--- config.mk ---
export PLATFORM = sky130hd
export DESIGN_NAME = vga_score_display
export DESIGN_NICKNAME = d
export VERILOG_FILES = /design/src/rtl/vga_score_pkg.sv /design/src/rtl/vga_bcd_dabble.sv /design/src/rtl/vga_score2seg.sv /design/src/rtl/vga_score_display.sv
export SDC_FILE = /design/constraint.sdc
export NUM_CORES = 1
export LEC_CHECK = 0
export ABC_AREA = 1
export BUFFER_PORTS_ARGS = -buffer_cell sky130_fd_sc_hd__buf_2
export CAP_MARGIN = 30
export CORE_ASPECT_RATIO = 1.1
export CORE_MARGIN = 2
export CORE_UTILIZATION = 37
export CTS_BUF_LIST = sky130_fd_sc_hd__clkbuf_4 sky130_fd_sc_hd__clkbuf_8 sky130_fd_sc_hd__clkbuf_16
export DETAILED_ROUTE_END_ITERATION = 7
export PLACE_DENSITY = 0.64
export SETUP_SLACK_MARGIN = 0.5
export SYNTH_ARGS = -nofsm -noshare
export SYNTH_HDL_FRONTEND = slang
export SYNTH_HIERARCHICAL = 1
export SYNTH_SLANG_ARGS = --single-unit
--- constraint.sdc ---
create_clock -name clk -period 2.45 [get_ports clk]
set_input_delay 0.1225 -clock clk [delete_from_list [all_inputs] [get_ports clk]]
set_output_delay 0.1225 -clock clk [all_outputs]
set_load 0.01 [all_outputs]
--- src/rtl/vga_score_pkg.sv ---
// Shared types and constants for the decimal score overlay: conversion engine
// states, glyph cell geometry and the seven-segment decode table.
package vga_score_pkg;

  typedef enum logic [1:0] {
    IDLE    = 2'd0,
    CONVERT = 2'd1,
    PENDING = 2'd2
  } dabble_state_t;

  localparam int DIGIT_PITCH_DEF = 16;

  // Glyph cell: 12 x 22 pixels, 2-pixel strokes; the middle bar sits at rows 10..11.
  localparam int CELL_W = 12;
  localparam int CELL_H = 22;
  localparam int SEG_T  = 2;
  localparam int MID_Y  = (CELL_H - SEG_T) / 2;

  localparam logic [2:0] GLYPH_RGB = 3'b010;

  // Largest value representable in n decimal digits, evaluated at elaboration.
  function automatic int max_val(input int n_digits);
    int v;
    v = 1;
    for (int i = 0; i < n_digits; i++) v = v * 10;
    return v - 1;
  endfunction

  // Segment enables {a,b,c,d,e,f,g}; codes above 9 render nothing.
  function automatic logic [6:0] seg_mask(input logic [3:0] digit);
    logic [6:0] m;
    case (digit)
      4'd0:    m = 7'b1111110;
      4'd1:    m = 7'b0110000;
      4'd2:    m = 7'b1101101;
      4'd3:    m = 7'b1111001;
      4'd4:    m = 7'b0110011;
      4'd5:    m = 7'b1011011;
      4'd6:    m = 7'b1011111;
      4'd7:    m = 7'b1110000;
      4'd8:    m = 7'b1111111;
      4'd9:    m = 7'b1111011;
      default: m = 7'b0000000;
    endcase
    return m;
  endfunction

endpackage

--- src/rtl/vga_bcd_dabble.sv ---
// Sequential double-dabble converter: samples a changed score, shifts it into
// BCD over SCORE_W cycles, then holds the result until the next frame start.
module vga_bcd_dabble
  import vga_score_pkg::*;
#(
  parameter int SCORE_W  = 10,
  parameter int N_DIGITS = 3
) (
  input  logic                  clk,
  input  logic                  reset,
  input  logic [SCORE_W-1:0]    score,
  input  logic                  frame_start,
  output logic [4*N_DIGITS-1:0] bcd_out,
  output logic                  sat,
  output logic                  commit,
  output logic                  busy
);

  localparam int BCD_W = 4 * N_DIGITS;
  localparam int CNT_W = $clog2(SCORE_W + 1);
  localparam int MAX_VAL = max_val(N_DIGITS);
  localparam logic [CNT_W-1:0] LAST_CNT = CNT_W'(SCORE_W - 1);

  dabble_state_t      state;
  logic [SCORE_W-1:0] last_score;
  logic [SCORE_W-1:0] bin_sh;
  logic [BCD_W-1:0]   bcd_sh;
  logic [CNT_W-1:0]   cnt;
  logic [BCD_W-1:0]   bcd_adj;
  logic               over_max;

  function automatic logic [BCD_W-1:0] add3(input logic [BCD_W-1:0] b);
    logic [BCD_W-1:0] r;
    r = b;
    for (int k = 0; k < N_DIGITS; k++)
      if (r[4*k +: 4] >= 4'd5) r[4*k +: 4] = r[4*k +: 4] + 4'd3;
    return r;
  endfunction

  assign bcd_adj  = add3(bcd_sh);
  assign over_max = {{(32-SCORE_W){1'b0}}, score} > 32'(MAX_VAL);

  // NOTE: state registers use non-blocking assignments so every flop in this
  // block sees the pre-edge value of the others, independent of statement order.
  always_ff @(posedge clk) begin
    if (reset) begin
      state      <= IDLE;
      busy       <= 1'b0;
      last_score <= '0;
      bin_sh     <= '0;
      bcd_sh     <= '0;
      cnt        <= '0;
      sat        <= 1'b0;
    end else begin
      case (state)
        IDLE: begin
          if (score != last_score) begin
            last_score <= score;
            bin_sh     <= score;
            bcd_sh     <= '0;
            cnt        <= '0;
            sat        <= over_max;
            state      <= CONVERT;
            busy       <= 1'b1;
          end
        end
        CONVERT: begin
          // Carries out of the top nibble are dropped; sat already flags them.
          {bcd_sh, bin_sh} <= {bcd_adj[BCD_W-2:0], bin_sh, 1'b0};
          cnt              <= cnt + 1'b1;
          if (cnt == LAST_CNT) state <= PENDING;
        end
        PENDING: begin
          if (frame_start) begin
            state <= IDLE;
            busy  <= 1'b0;
          end
        end
        default: begin
          state <= IDLE;
          busy  <= 1'b0;
        end
      endcase
    end
  end

  assign commit  = (state == PENDING) && frame_start;
  assign bcd_out = bcd_sh;

endmodule

--- src/rtl/vga_score2seg.sv ---
// One seven-segment digit cell: lights the pixel at (row, col) when it falls on
// an enabled stroke of the given BCD digit. Purely combinational.
module vga_score2seg
  import vga_score_pkg::*;
#(
  parameter int         X_POS = 0,
  parameter int         Y_POS = 0,
  parameter logic [2:0] COLOR = GLYPH_RGB
) (
  input  logic [3:0] digit,
  input  logic       enable,
  input  logic [9:0] row,
  input  logic [9:0] col,
  output logic [2:0] rgb
);

  int         dx;
  int         dy;
  logic [6:0] seg;
  logic       in_cell;
  logic       horiz;
  logic       left;
  logic       right;
  logic       upper;
  logic       lower;
  logic       on;

  // NOTE: every signal written here gets a value before any condition is
  // tested, so no path leaves one unassigned and no latch is inferred.
  always_comb begin
    dx      = int'(col) - X_POS;
    dy      = int'(row) - Y_POS;
    seg     = seg_mask(digit);
    in_cell = (dx >= 0) && (dx < CELL_W) && (dy >= 0) && (dy < CELL_H);
    horiz   = (dx >= SEG_T) && (dx < CELL_W - SEG_T);
    left    = (dx < SEG_T);
    right   = (dx >= CELL_W - SEG_T);
    upper   = (dy >= SEG_T) && (dy < MID_Y);
    lower   = (dy >= MID_Y + SEG_T) && (dy < CELL_H - SEG_T);
    on      = (seg[6] && horiz && (dy < SEG_T))
            | (seg[5] && right && upper)
            | (seg[4] && right && lower)
            | (seg[3] && horiz && (dy >= CELL_H - SEG_T))
            | (seg[2] && left  && lower)
            | (seg[1] && left  && upper)
            | (seg[0] && horiz && (dy >= MID_Y) && (dy < MID_Y + SEG_T));
    rgb     = (enable && in_cell && on) ? COLOR : 3'b000;
  end

endmodule

--- src/rtl/vga_score_display.sv ---
// Decimal score overlay: converts the score to BCD, latches it at frame start
// so a frame never tears, and renders the digits with optional zero blanking.
module vga_score_display
  import vga_score_pkg::*;
#(
  parameter int         SCORE_W     = 10,
  parameter int         N_DIGITS    = 3,
  parameter int         X_OFFSET    = 100,
  parameter int         Y_OFFSET    = 40,
  parameter int         DIGIT_PITCH = DIGIT_PITCH_DEF,
  parameter bit         BLANK_LZ    = 1'b1,
  parameter logic [2:0] GLYPH_COLOR = GLYPH_RGB
) (
  input  logic               clk,
  input  logic               reset,
  input  logic [SCORE_W-1:0] score,
  input  logic               frame_start,
  input  logic [9:0]         row,
  input  logic [9:0]         col,
  output logic [2:0]         rgb_score,
  output logic               busy
);

  localparam int BCD_W = 4 * N_DIGITS;
  localparam logic [BCD_W-1:0] ALL_NINES = {N_DIGITS{4'h9}};

  logic [BCD_W-1:0] bcd_out;
  logic [BCD_W-1:0] disp;
  logic             sat;
  logic             commit;
  logic [2:0]       digit_rgb [N_DIGITS];

  vga_bcd_dabble #(
    .SCORE_W  (SCORE_W),
    .N_DIGITS (N_DIGITS)
  ) u_dabble (
    .clk         (clk),
    .reset       (reset),
    .score       (score),
    .frame_start (frame_start),
    .bcd_out     (bcd_out),
    .sat         (sat),
    .commit      (commit),
    .busy        (busy)
  );

  always_ff @(posedge clk) begin
    if (reset)       disp <= '0;
    else if (commit) disp <= sat ? ALL_NINES : bcd_out;
  end

  for (genvar i = 0; i < N_DIGITS; i++) begin : g_digit
    logic lit;
    // A digit is shown if it or any more-significant digit is nonzero.
    if (BLANK_LZ && (i > 0)) begin : g_blank
      assign lit = |disp[BCD_W-1:4*i];
    end else begin : g_always
      assign lit = 1'b1;
    end

    vga_score2seg #(
      .X_POS (X_OFFSET + (N_DIGITS - 1 - i) * DIGIT_PITCH),
      .Y_POS (Y_OFFSET),
      .COLOR (GLYPH_COLOR)
    ) u_seg (
      .digit  (disp[4*i +: 4]),
      .enable (lit),
      .row    (row),
      .col    (col),
      .rgb    (digit_rgb[i])
    );
  end

  always_comb begin
    rgb_score = 3'b000;
    for (int i = 0; i < N_DIGITS; i++) rgb_score = rgb_score | digit_rgb[i];
  end

endmodule

# Word level (Yosys, flattened, before mapping)
# Memory sizes are Yosys's and may differ from the RTL's. A register that Yosys moved wholly into a read port is not among the register bits.
# Index checks and enable logic that the tools add are counted.
classes:
  order_cmp: 32
  mux: 26
  n_reduce_logical: 73
  bitwise_logic: 21
  n_eq_ne: 7
  n_addsub: 8
op_table:
  columns: ["cell", "count"]
  rows:
  - ["< comparator 32 x 5 -> 1 bit, second input constant", 8]
  - ["greater-or-equal comparator 32 x 5 -> 1 bit, second input constant", 5]
  - ["greater-or-equal comparator 32 x 1 -> 1 bit, second input constant", 4]
  - ["greater-or-equal comparator 32 x 3 -> 1 bit, second input constant", 4]
  - ["< comparator 32 x 3 -> 1 bit, second input constant", 4]
  - ["logical AND 1 bit", 65]
  - ["< comparator 32 x 6 -> 1 bit, second input constant", 2]
  - ["two-way mux 4 bit", 9]
  - ["greater-or-equal comparator 32 x 6 -> 1 bit, second input constant", 1]
  - ["two-way mux 12 bit", 2]
  - ["one-hot mux 12 bit (2 select lines)", 1]
  - ["subtractor 10 x 7 -> 11 bit, second input constant", 2]
  - ["one-hot mux 10 bit (2 select lines)", 1]
  - ["bitwise OR 1 bit", 18]
  - ["greater-or-equal comparator 4 x 3 -> 1 bit, second input constant", 3]
  - ["two-way mux 2 bit", 6]
  - ["subtractor 10 x 6 -> 11 bit, second input constant", 1]
  - ["subtractor 10 x 8 -> 11 bit, second input constant", 1]
  - ["greater-than comparator 10 bit, second input constant", 1]
  - ["two-way mux 10 bit", 1]
  - ["inequality test 10 bit", 1]
  - ["adder 4 x 2 -> 4 bit, second input constant", 2]
  - ["one-hot mux 4 bit (2 select lines)", 1]
  - ["OR reduction 8 bit", 1]
  - ["other kinds (18)", 23]
totals:
  memories: 3
  out_inout_bits: 4
  ff_bits: 52
  rom_bits: 336
memory_table:
  columns: ["name", "depth", "width", "read_ports", "rd_ports_with_merged_regs", "wr", "line", "rtl"]
  rows:
  - ["(name not given)", 16, 7, 1, 1, 0, "vga_score_pkg.sv:32", "case (digit)"]
  - ["(name not given)", 16, 7, 1, 1, 0, "vga_score_pkg.sv:32", null]
  - ["(name not given)", 16, 7, 1, 1, 0, "vga_score_pkg.sv:32", null]

# Logic depth before layout (Yosys ltp)
# Gate-level depths: netlist (run 1).
logic_depth:
  depth_word: 15
  mapped_depth: 22

# Cells and area by module
# The synthesis (run 1) kept the hierarchy.
modules_own_cells:
  columns: ["mod", "area_per_inst_um2", "instances", "cells_per_inst", "seq_area_each_um2"]
  rows:
  - ["vga_bcd_dabble", 2154.6, 1, 302, 800.8]
  - ["vga_score2seg (g_digit[0].u_seg)", 845.8, 1, 155, 0.0]
  - ["vga_score2seg (g_digit[2].u_seg)", 819.5, 1, 147, 0.0]
  - ["vga_score2seg (g_digit[1].u_seg)", 810.8, 1, 152, 0.0]
  - ["vga_score_display", 486.7, 1, 69, 240.2]

# Worst setup path before layout (run 1)
# No wires, ideal clock.
synth_timing:
  kind: "input to output"
  startpoint: "in row[4]"
  endpoint: "out rgb_score[1]"
  setup_slack_ps: 747
  cell_stages: 19
  t_arrival_ps: 1581
  cell_sequence: "inv_1 -> ha_1 -> inv_1 -> nand2_1 -> nand4_1 -> nand2_1 -> nand3_2 -> nor2_4 -> nand3_1 -> nand2_1 -> inv_1 -> nand3_1 -> nand2_1 -> inv_1 -> nand2_1 -> nor2_1 -> nor2_1 -> nor2_1 -> nand2_1"
synth_lines:
  columns: ["item", "line", "rtl"]
  rows:
  - ["start, declared", "vga_score_display.sv:18", "input logic [9:0] row,"]
  - ["end, declared", "vga_score_display.sv:20", "output logic [2:0] rgb_score,"]

==> results of run 1 <==
cell usage after synthesis, types with 9 or more instances:
cell type / number / area share
a21oi_1: 56 / 0.055
a21oi_2: 9 / 0.015
dfxtp_1: 52 / 0.20
ha_1: 42 / 0.10
inv_1: 115 / 0.084
nand2_1: 184 / 0.13
nand2_2: 10 / 0.012
nand3_1: 95 / 0.093
nand3_2: 18 / 0.035
nand4_1: 26 / 0.032
nor2_1: 88 / 0.065
o21ai_0: 30 / 0.029
power by group:
part / internal [mW] / leakage, nW / switching, mW / total, mW
clock network: 0.492 / 0.0843 / 0.296 / 0.788
logic: 0.262 / 2.25 / 0.456 / 0.718
registers: 0.892 / 0.429 / 0.0341 / 0.926
worst max-delay path: cells and delay by family, from the launching register on:
kind | cells | cell delay [ps]
flops | 1 | 370
buf+inv | 4 | 270
simple gates | 7 | 520
fa+ha+maj | 1 | 270
compound gates | 2 | 200
final cells by class:
| type | instances | area [sq um] |
|---|---|---|
| inverter | 122 | 495 |
| tap | 188 | 235 |
| fill | 1429 | 7560 |
| multi-input combinational | 631 | 3720 |
| sequential | 52 | 1060 |
| clock inverter | 2 | 35.0 |
| clock buffer | 6 | 133 |
| timing repair buffer | 63 | 444 |
metal layers:
metal | vias up | global-route usage | part of all wire
met1 | 2359 | 0.206 | 0.46
li1 | 2779 | - | -
met4 | 0 | 0.0455 | 0.014
met3 | 12 | 0.0199 | 0.027
met2 | 69 | 0.305 | 0.50
met5 | - | 0 | 0
layout by cell type (no fill, tap or decap), drive strengths merged, types with 2 or more instances in the layout:
cell	n
inv	121
clkbuf	7
xnor2	6
dfxtp	52
nand3b	5
nor2	97
xor2	4
o211ai	7
o21bai	3
nand4	26
a22o	2
o21ai	30
a31oi	2
nor3	7
nand2	194
or2	5
clkinv	2
buf	62
nand3	116
a21oi	65
nor4	3
conb	7
and3	2
o2111a	2
ha	42
sequential cells by signal (all words and copies together) (netlist names):
| signal | cells |
|---|---|
| u_dabble/busy | 1 |
| u_dabble/sat | 1 |
| u_dabble/bcd_out | 12 |
| u_dabble/last_score | 10 |
| u_dabble/cnt | 4 |
| u_dabble/bin_sh | 10 |
| disp | 12 |
| u_dabble/state | 2 |
repair_timing:
item | in CTS | in global routing
resized for setup | 84 | 28
pin swaps | 22 | 23
endpoints found under the hold margin | 0 | 0
setup buffers | 14 | 4
setup endpoints to repair | 1 | 1
cell families (layout without fill, tap and decap cells):
| logic type | after synthesis | in the layout |
|---|---|---|
| simple gates | 457 | 457 |
| buf+inv | 145 | 193 |
| compound gates | 115 | 115 |
| flops | 52 | 52 |
| fa+ha+maj | 42 | 42 |
| xor+xnor | 10 | 10 |
| other cells | 4 | 7 |
final timing paths:
check | cells past startpoint | endpoint | slack, ps
worst min-delay path | 3 | u_dabble/last_score[2] | 120
worst min register to register | 2 | u_dabble/busy | 460
worst max-delay path | 14 | rgb_score[1] | 410
worst max register to register | 7 | u_dabble/bin_sh[1] | 780
per-stage QoR:
stage                     total power, mW  cells   util
after global routing                 2.59   1064  0.448
after detailed placement             1.60   1038  0.401
after CTS                            2.43   1060  0.438
after global placement               1.59   1038  0.401
final                                2.43   1064  0.448
after floorplan                      1.42    828      -
==> out/qor.yml, run 1 <==
die:
  core_area_sq_mm: 0.0137
  die_h_um: 127
  dieArea_sq_mm: 0.0148
  core.rowCount: 45
  ios: 37
  die_x_um: 116
  floorplan.initialDensity: 0.374
sta:
  max_freq_mhz: 490
  whs_ps: 119
  fin_crit_sh: 0.832
  worst_slew_margin_rel: 0.545
  finalHoldViolCount: 0
  fin_tns_setup_ps: 0
  rsz0062_at_grt: "true"
  fin_skew_ps: 5.18
  period_needed_ps: 2040
  setup_slack_ps: 411
  slew_viol_final: 0
  finalSetupViolations: 0
  tightest_slew_ps: 683
clock_network:
  cts_tree: "yes"
  cts_made_buffers: 5
  clock_path_buffers: 2
  ctsHoldBuffers: 0
  cts_root_buf: "clkbuf_16"
  cts_htree_levels: 2
  path_clk_slew_ps: 70
  clkSinkCount: 52
  clk_latency_ps: 280
grt:
  grt_antenna_before_repair: 0
  grt_pass1_vias: 4778
  grt_overflow: 0
  grt_usage: 0.168
  grt_max_degree: 32
  grt_pass1_wl_um: 20800
pwr:
  max-vdd-ir-drop_v: 0.000484
  pwr_density_cell_mw_per_mm2: 397
  total_leakage_power_nw: 2.76
placement:
  routabilityCongestion: 0.894
  post-place-ws_ps: 169
  hpwl_um: 8980
  placedInstanceArea_sq_mm: 0.00548
  place.port_buffers: 34
detailed_routing:
  ant_nets: 0
  drt_iter0_drc: 200
  drtPass1Iterations: 4
  routedWlPerCell_um: 11.7
  routed_wl_um: 12500
  drc: 0
  vias: 5219
  vias_per_cell: 4.91
cells_and_area:
  final_layout_size_suffix_gt1_frac: 0.217
  layout.nets: 950
  antennaDiodeCount: 0
  areaGrowthSynthToFinish_pct: 19.7
  fin_area_sq_mm: 0.00612
worst_setup_path:
  crit_slowest_cell: "dfxtp_4"
  r2r-start: "u_dabble/state[0]"
  crit_type: "reg2out"
  end_kind: "output pin"
  crit_chain: "inv_4, ha_1, nand2_1, inv_1, o21bai_1, nand3b_1, nand2_1, inv_1, nand2_1, nand2_1, a21oi_2, nor2_2, nand2_1, buf_2"
  startpoint_type: "register"
  slowest_delay_ps: 370
  cp.arrival_ps: 1920
  path_max_fanout: 4
  critPathRequiredTime_ps: 2330
  crit_path_frequent_cell: "nand2_1"
  critPathLaunch: "disp[5]"
synthesis:
  mappedNetlistArea_sq_mm: 0.00512
  yosys-mux-area-fraction: 0
  synth.distinct_cells: 43
  synth_edf_count: 0
  yosysWarnings: 6
  synth.avg_cell_area_sq_um: 6.20
  synth_xor_area_frac: 0.0171
  synth_top_family_by_area: "simple AND/OR/NAND/NOR gates"
  ys.flop_type: "dfxtp_1"
  synth_compound_area_frac: 0.130
  syn_inst: 825
  yosys.area_share.simple: 0.425
  synth_adder_area_share: 0.103
  yosysSeqAreaShare: 0.203
  synth_seq_cells: 52
  synthArstFlopShare: 0
run_status:
  status: "finished clean"
worst_hold_path:
  min_path_type: "in2reg"
  hp-start: "score[2]"
flow_run:
  drv_cap: 0
(Power assumes the default switching activity.)
==> run 2, diff against run 1 <==
==> constraint.sdc (replaced) <==
create_clock -name clk -period 2.1 [get_ports clk]
set_input_delay 0.105 -clock clk [delete_from_list [all_inputs] [get_ports clk]]
set_output_delay 0.105 -clock clk [all_outputs]
set_load 0.01 [all_outputs]
==> run 2 against run 1 <==
Compared with the run above:
- critical path depth did not move
- final area increased by 0.51%
- global-route usage fell by 0.28 points
- worst hold slack got worse by 16 ps
- sequential power rose by 17%
- sequential share of layout area about the same
- critical endpoint unchanged
- largest power group unchanged
- highest routed layer unchanged
==> out/qor.yml, run 2 (same netlist as run 1, synthesis figures left out) <==
grt:
  grt_overflow: 0  # unchanged
  grt_antenna_before_repair: 0  # unchanged
  grt_max_degree: 32  # unchanged
  grt_pass1_wl_um: 20800  # -0.36%
  grt_pass1_vias: 4881  # +2.2%
  grt_usage: 0.165  # -0.00282
detailed_routing:
  vias_per_cell: 4.89  # -0.27%
  ant_nets: 0  # unchanged
  routedWlPerCell_um: 11.2  # -4.3%
  vias: 5244  # +0.48%
  drc: 0  # unchanged
  routed_wl_um: 12100  # -3.5%
  drt_iter0_drc: 253  # +27%
  drtPass1Iterations: 4  # unchanged
die:
  core_area_sq_mm: 0.0137  # unchanged
  floorplan.initialDensity: 0.374  # unchanged
  die_h_um: 127  # unchanged
  ios: 37  # unchanged
  die_x_um: 116  # unchanged
  dieArea_sq_mm: 0.0148  # unchanged
  core.rowCount: 45  # unchanged
worst_setup_path:
  critPathRequiredTime_ps: 2000  # -330 ps
  r2r-start: "u_dabble/bcd_out[4]"
  crit_type: "reg2out"
  rr_worst_depth: 8  # +1
  crit_slowest_cell: "dfxtp_4"
  end_kind: "output pin"
  cp.arrival_ps: 1950  # +30 ps
  r2r_end: "u_dabble/bcd_out[6]"
  rrSetupSlack_ps: 690  # -90 ps
  slowest_delay_ps: 380  # about the same
  crit_chain: "inv_2, ha_1, nand2_1, inv_1, o21bai_1, nand3b_1, nand2_1, inv_1, nand2_1, nand2_1, a21oi_2, nor2_1, nand2_1, buf_2"
  startpoint_type: "register"
  crit_path_frequent_cell: "nand2_1"
  path_max_fanout: 5  # +1
worst_hold_path:
  hp-start: "score[1]"
  min_path_type: "in2reg"
  min_path_cells: 3  # unchanged
  min_to: "u_dabble/last_score[1]"
sta:
  fin_crit_sh: 0.979
  max_freq_mhz: 486
  rsz0062_at_grt: "true"
  setup_slack_ps: 44.2  # -367 ps
  finalHoldViolCount: 0  # unchanged
  period_needed_ps: 2060
  fin_skew_ps: 6.37  # +1.19 ps
  slew_viol_final: 0  # unchanged
  finalSetupViolations: 0  # unchanged
placement:
  hpwl_um: 8970  # -0.13%
  place.port_buffers: 34  # unchanged
  post-place-ws_ps: -43.1  # -212 ps
  routabilityCongestion: 0.850  # -4.9%
clock_network:
  cts_tree: "yes"
  clock_path_buffers: 2  # unchanged
  cts_htree_levels: 2  # unchanged
  cts_root_buf: "clkbuf_16"
  cts_made_buffers: 5  # unchanged
  clk_latency_ps: 290  # about the same
  path_clk_slew_ps: 70  # about the same
  clkSinkCount: 52  # unchanged
  ctsHoldBuffers: 0  # unchanged
pwr:
  total_leakage_power_nw: 2.79  # +1.1%
  max-vdd-ir-drop_v: 0.000462  # -4.7%
  pwr_density_cell_mw_per_mm2: 445  # +12%
cells_and_area:
  antennaDiodeCount: 0  # unchanged
  final_cell_mix: "nand2_1 (176), inv_1 (103), nand3_1 (88), nor2_1 (85), a21oi_1 (52)"
  layout_commonest_cell: "nand2_1"
  layout.nets: 958  # +0.84%
  fin_util: 0.450  # +0.00229
  final_layout_size_suffix_gt1_frac: 0.215  # -0.00196
  fill_cells: 1420  # -0.63%
  areaGrowthSynthToFinish_pct: 20.3
run_status:
  status: "finished clean"
flow_run:
  drv_cap: 0  # unchanged
## run 2: critical path: cells and delay by family, from the launching register on
| kind | cells | cell delay, ps |
|---|---|---|
| compound gates | 2 | 160 |
| fa+ha+maj | 1 | 280 |
| buf+inv | 4 | 280 |
| flops | 1 | 380 |
| simple gates | 7 | 560 |
## run 2: layer usage
layer / up-vias / routed length [um] / global-route usage
met5: - / 0 / 0
li1: 2806 / - / -
met3: 16 / 305 / 0.0133
met2: 66 / 6000 / 0.298
met1: 2356 / 5580 / 0.210
met4: 0 / 175 / 0.0427
## run 2: final cells by class
cell class	count	area, sq um	share of cell area
flip-flops and latches	52	1070	0.173
repair buffers	71	503	0.0817
clock buffers	5	125	0.0203
clock inverters	3	22.5	0.00366
inverters	122	493	0.0801
well taps	188	235	0.0382
multi-input cells	631	3710	0.603
## run 2: through the flow
step | hold WS (ps) | area, sq um | std cells | power [mW] | setup TNS [ps]
final | 103 | 6160 | 1072 | 2.74 | 0
after global routing | 117 | 6160 | 1072 | 2.93 | -139
after CTS | 99.6 | 6010 | 1068 | 2.73 | 0
after detailed placement | 405 | 5670 | 1055 | 1.90 | -43.1
after global placement | 399 | 5670 | 1055 | 1.89 | -8.90
after floorplan | 167 | 5170 | 828 | 1.66 | 0
## run 2: how the worst max path moves through the flow
stage | slack [ps] | to | cells past startpoint | startpoint
floorplan | 500 | rgb_score[1] | 20 | row[3]
finish | 40 | rgb_score[1] | 14 | disp[4]
CTS | 40 | rgb_score[1] | 15 | disp[1]
global placement | -9 | rgb_score[1] | 22 | row[4]
detailed placement | -40 | rgb_score[1] | 22 | row[4]
global route | -140 | rgb_score[1] | 23 | row[4]
## run 2: what timing repair did
action	4_1_cts	5_1_grt
endpoints found under the setup margin	1	29
setup buffers	5	4
pin swaps	23	27
gates resized for setup	55	28
## run 2: power breakdown
part           leakage (nW)  internal [mW]  switching (mW)
combinational          2.29          0.316           0.529
sequential            0.430           1.04          0.0414
clock                0.0742          0.446           0.366
total                  2.79           1.80           0.937
